## src/rtl/core_pkg.sv

```systemverilog
// rtl/core_pkg.sv - shared types and constants for the core front end
package core_pkg;

  localparam logic [31:0] DEFAULT_RESET_PC = 32'h0000_0000;
  localparam logic [31:0] NOP_INSTR        = 32'h0000_0000;
  localparam logic [31:0] WORD_BYTES       = 32'd4;

  typedef struct packed {
    logic [31:0] instr;
    logic [31:0] pc;
    logic [31:0] pc_plus4;
    logic        valid;
    logic        fault;
  } if_id_t;

  function automatic logic [31:0] next_seq_pc(input logic [31:0] pc);
    return pc + WORD_BYTES;
  endfunction

endpackage

```

## src/rtl/pc_register.sv

```systemverilog
// rtl/pc_register.sv - program counter, next-PC selection and fetch fault flags
module pc_register
  import core_pkg::*;
#(
  parameter logic [31:0] RESET_PC = DEFAULT_RESET_PC,
  parameter int unsigned IMEM_AW  = 23
) (
  input  logic        clk,
  input  logic        reset,
  input  logic        stall_f,
  input  logic        branch_taken_e,
  input  logic [31:0] branch_target_e,
  output logic [31:0] pc_f,
  output logic [31:0] pc_plus4_f,
  output logic        fault_f
);

  logic [31:0] pc_q;
  logic [31:0] pc_next;
  logic        misalign_q;
  logic        misalign_next;
  logic        out_of_range;

  // The PC itself is always word aligned; a misaligned target is remembered
  // separately so the instruction fetched there can be tagged as faulting.
  always_comb begin
    pc_next       = pc_q;
    misalign_next = misalign_q;
    if (branch_taken_e) begin
      pc_next       = {branch_target_e[31:2], 2'b00};
      misalign_next = |branch_target_e[1:0];
    end else if (!stall_f) begin
      pc_next       = next_seq_pc(pc_q);
      misalign_next = 1'b0;
    end
  end

  always_ff @(posedge clk or posedge reset) begin
    if (reset) begin
      pc_q       <= RESET_PC;
      misalign_q <= |RESET_PC[1:0];
    end else begin
      pc_q       <= pc_next;
      misalign_q <= misalign_next;
    end
  end

  assign out_of_range = (pc_q >> IMEM_AW) != 32'd0;

  assign pc_f       = pc_q;
  assign pc_plus4_f = next_seq_pc(pc_q);
  assign fault_f    = misalign_q | out_of_range;

endmodule

```

## src/rtl/fetch_stage.sv

```systemverilog
// rtl/fetch_stage.sv - instruction fetch stage: PC, IF/ID register, perf counters
module fetch_stage
  import core_pkg::*;
#(
  parameter logic [31:0] RESET_PC = DEFAULT_RESET_PC,
  parameter int unsigned IMEM_AW  = 23
) (
  input  logic        clk,
  input  logic        reset,
  input  logic        stall_f,
  input  logic        stall_d,
  input  logic        flush_d,
  input  logic        branch_taken_e,
  input  logic [31:0] branch_target_e,
  output logic [31:0] imem_addr,
  input  logic [31:0] imem_instr,
  output logic [31:0] instr_d,
  output logic [31:0] pc_d,
  output logic [31:0] pc_plus4_d,
  output logic        valid_d,
  output logic        fault_d,
  output logic [31:0] fetch_count,
  output logic [31:0] bubble_count
);

  logic [31:0] pc_f;
  logic [31:0] pc_plus4_f;
  logic        fault_f;
  logic        squash;
  if_id_t      if_id_q;
  logic [31:0] fetch_cnt_q;
  logic [31:0] bubble_cnt_q;

  pc_register #(
    .RESET_PC(RESET_PC),
    .IMEM_AW (IMEM_AW)
  ) u_pc (
    .clk            (clk),
    .reset          (reset),
    .stall_f        (stall_f),
    .branch_taken_e (branch_taken_e),
    .branch_target_e(branch_target_e),
    .pc_f           (pc_f),
    .pc_plus4_f     (pc_plus4_f),
    .fault_f        (fault_f)
  );

  assign imem_addr = pc_f;

  // A redirect always kills the wrong-path word fetched this cycle, and a
  // squash takes priority over a decode stall.
  assign squash = flush_d | branch_taken_e;

  always_ff @(posedge clk or posedge reset) begin
    if (reset) begin
      if_id_q      <= '0;
      fetch_cnt_q  <= '0;
      bubble_cnt_q <= '0;
    end else if (squash) begin
      if_id_q.instr    <= NOP_INSTR;
      if_id_q.pc       <= pc_f;
      if_id_q.pc_plus4 <= pc_plus4_f;
      if_id_q.valid    <= 1'b0;
      if_id_q.fault    <= 1'b0;
      bubble_cnt_q     <= bubble_cnt_q + 32'd1;
    end else if (!stall_d) begin
      if_id_q.instr    <= imem_instr;
      if_id_q.pc       <= pc_f;
      if_id_q.pc_plus4 <= pc_plus4_f;
      if_id_q.valid    <= 1'b1;
      if_id_q.fault    <= fault_f;
      fetch_cnt_q      <= fetch_cnt_q + 32'd1;
    end
  end

  assign instr_d      = if_id_q.instr;
  assign pc_d         = if_id_q.pc;
  assign pc_plus4_d   = if_id_q.pc_plus4;
  assign valid_d      = if_id_q.valid;
  assign fault_d      = if_id_q.fault;
  assign fetch_count  = fetch_cnt_q;
  assign bubble_count = bubble_cnt_q;

endmodule

```

## config.mk

```make
export PLATFORM = sky130hd
export DESIGN_NAME = fetch_stage
export DESIGN_NICKNAME = d
export VERILOG_FILES = /design/src/rtl/core_pkg.sv /design/src/rtl/pc_register.sv /design/src/rtl/fetch_stage.sv
export SDC_FILE = /design/constraint.sdc
export NUM_CORES = 1
export LEC_CHECK = 0
export ABC_AREA = 0
export CORE_ASPECT_RATIO = 1.25
export CORE_MARGIN = 2
export CORE_UTILIZATION = 50
export CTS_CLUSTER_SIZE = 24
export DETAILED_ROUTE_END_ITERATION = 8
export GPL_TIMING_DRIVEN = 0
export PLACE_DENSITY = 0.88
export SLEW_MARGIN = 20
export SYNTH_ARGS = -nofsm -noshare
export SYNTH_HDL_FRONTEND = slang
export SYNTH_SLANG_ARGS = --single-unit
```

## constraint.sdc

```tcl
create_clock -name clk -period 12.53 [get_ports clk]
set_input_delay 1.253 -clock clk [delete_from_list [all_inputs] [get_ports clk]]
set_output_delay 1.253 -clock clk [all_outputs]
set_load 0.01 [all_outputs]
```

==> out/qor.yml <==
setup_path:
  path_max_fanout: 10
  crit_type: "primary input to flip-flop"
  critical_path.endpoint: "pc_plus4_d[13]$_DFFE_PP0P_"
  worstSetupStartpointType: "primary input"
  startpoint: "branch_taken_e"
  cp.required_ns: 12.81
  cp.arrival_ns: 3.51
  r2r_end: "u_pc.pc_f[31]$_DFFE_PP0N_"
  r2r_start: "u_pc.pc_f[20]$_DFFE_PP0N_"
  r2r_slack_ns: 10.02
  r2r_cells: 6
  end_kind: "flip-flop"
min_path:
  holdPathStages: 1
  hold_path_class: "flip-flop to flip-flop"
clock_tree:
  cts_root_buffer: "clkbuf_16"
  holdBufCountCts: 0
  clk_latency_ns: 0.43
  numCtsBuffers: 17
  post_cts_resized: 0
  numClockSinks: 189
  clk_pin_slew_ns: 0.07
  cts_tree: "done"
  cts_setup_buffers: 0
  cts_buffer_depth: 2
  cts.htree.levels: 4
route:
  vias: 6998
  wl_um: 24100
  via_per_inst: 5.35
  wl_met3_um: 2260
  drc_errors: 0
  ant_nets: 0
  firstDrtPassIters: 4
  dr_wl_met2_um: 12500
  wl_per_cell_um: 18.4
  top_layer: "met4"
  wl_met1_um: 9050
  drt_iter0_drc: 286
logic_synthesis:
  synth_ff_type: "dfrtp_1"
  async_reset_ff_frac: 1.00
  syn_avg_cell_area_um2: 10.9
  ys_types: 46
  ys_ff_latch: 189
  syn_area_um2: 8660
  synth-edff-count: 0
  netlist_instances: 793
  yosysWarningCount: 0
  yosysSeqAreaShare: 0.546
sta:
  final-max-slew-violation-count: 0
  fmax_mhz: 309
  tightest_slew_ns: 0.956
  min_period_ns: 3.24
  skew_ns: 0.0135
  finalHoldViolations: 0
  setup_viol: 0
  maxSlewHeadroom: 0.357
  finalCritPeriodShare: 0.258
  tns_ns: 0
  rsz0062_at_grt: "false"
pwr:
  power.density_nw_per_um2: 132
  power.total_mw: 1.61
  ir_drop_mv: 0.0848
  p_clk_frac: 0.355
  switchingPower_uw: 437
  seqPwrFrac: 0.449
  swShare: 0.271
  combPwrFrac: 0.196
  intPower_mw: 1.17
  leakagePower_nw: 5.21
job:
  cap_violations: 0
final_layout:
  final_util: 0.721
  area_growth_pct: 40.8
  diodes: 0
  drive_gt1_frac: 0.0975
  final_nets: 1148
floorplan:
  design.core.area_um2: 16900
  die_h_um: 151
  die_width_um: 122
  initial_core_util: 0.512
  rows: 53
  dieArea_um2: 18400
  ios: 264
grt:
  grt_pass1_vias: 7120
  grt_first_pass_wirelength_um: 37500
  grt_max_degree: 92
  grt_overflow_total: 0
  grt.total_usage: 0.266
  antenna_found_initial: 0
placement:
  io_buffers: 256
  hpwlAfterDp_um: 18000
  place_congestion: 0.873
outcome:
  status: "finished clean"
[per-layer routing]
metal | global-route usage | up-vias
met5 | 0 | -
met4 | 0.0678 | 0
met3 | 0.101 | 21
met2 | 0.484 | 262
met1 | 0.290 | 3479
li1 | - | 3236
[stage by stage]
stage / setup slack, ns / hold slack (ns) / std cells / instance area, um2
finish: 9.29 / 0.473 / 1307 / 12200
global route: 9.18 / 0.496 / 1307 / 12200
CTS: 9.29 / 0.478 / 1307 / 12200
detailed placement: 8.86 / 0.457 / 1276 / 11600
global placement: 3.68 / 0.456 / 1274 / 11500
floorplan: 6.13 / 0.504 / 798 / 8670
[state kept, by name, summed over array words and instances, names as in the netlist]
name             cells
bubble_count        32
pc_plus4_d          30
fetch_count         32
pc_d                30
fault_d              1
u_pc.misalign_q      1
u_pc.pc_f           30
instr_d             32
valid_d              1
[cell type report]
cell class,instances,area [um2]
clock inverters,12,183
well taps,220,275
repair buffers,258,2620
fillers,1193,4720
flip-flops and latches,189,4730
inverters,8,37.5
multi-input cells,551,3620
plain buffers,50,290
clock buffers,19,433
[cells in the final DEF, fill, tap and decap left out, drive strengths merged, types with 3 or more instances in the layout]
cell	synthesis	routed
inv	8	12
nor2b	3	3
nand3	41	41
nor2	85	85
bufinv	0	4
dfrtp	189	189
or3	4	4
and3	19	19
xor2	48	48
a21oi	28	28
nor4	10	10
clkdlybuf4s50	0	256
nor3	18	18
xnor2	70	70
nand2	69	69
and4	8	8
or2	3	3
mux2	35	35
mux2i	33	33
clkbuf	17	36
nand4	25	25
ha	3	3
buf	31	33
o21ai	31	31
conb	1	6
[worst min-delay path by stage]
stage,from,end
after floorplan,bubble_count[31]$_DFFE_PP0N_,bubble_count[31]$_DFFE_PP0N_
after global placement,bubble_count[31]$_DFFE_PP0N_,bubble_count[31]$_DFFE_PP0N_
after detailed placement,bubble_count[31]$_DFFE_PP0N_,bubble_count[31]$_DFFE_PP0N_
after CTS,bubble_count[31]$_DFFE_PP0N_,bubble_count[31]$_DFFE_PP0N_
after global routing,bubble_count[31]$_DFFE_PP0N_,bubble_count[31]$_DFFE_PP0N_
final,bubble_count[31]$_DFFE_PP0N_,bubble_count[31]$_DFFE_PP0N_
[kinds of logic after synthesis]
group,count (synthesis),share of synthesized area
flops,189,0.546
mux,68,0.0837
fa+ha+maj,3,0.00434
compound gates,63,0.0379
other cells,1,0.000433
buf+inv,58,0.0370
xor+xnor,118,0.119
simple gates,293,0.171
[power groups by stage]
stage	Combinational (mW)	Clock, mW	Sequential, mW
final	0.316	0.571	0.722
after global placement	0.309	0	0.729
after floorplan	0.115	0	0.748
after global routing	0.341	0.605	0.730
after CTS	0.319	0.579	0.722
after detailed placement	0.316	0	0.733
[synthesized netlist by cell type, drive strengths merged, types with 2 or more instances]
master,number,share of area
a21oi,28,0.016
a31oi,2,0.0014
and2,2,0.0014
and3,19,0.014
and4,8,0.0081
buf,31,0.023
clkbuf,17,0.0087
dfrtp,189,0.55
dlygate4sd1,2,0.0020
ha,3,0.0043
inv,8,0.0035
mux2,35,0.046
mux2i,33,0.038
nand2,69,0.030
nand3,41,0.025
nand4,25,0.019
nor2,85,0.037
nor2b,3,0.0022
nor3,18,0.013
nor4,10,0.010
o21ai,31,0.018
or2,3,0.0022
or3,4,0.0029
xnor2,70,0.071
xor2,48,0.049
[worst max-delay path: stages]
cell             delay, ns
clkdlybuf4s50_1       0.58
buf_6                 0.19
nor2_1                0.12
nand2_1               0.23
buf_1                 0.47
clkbuf_1              0.49
a31oi_1               0.17
(Power assumes the default switching activity.)
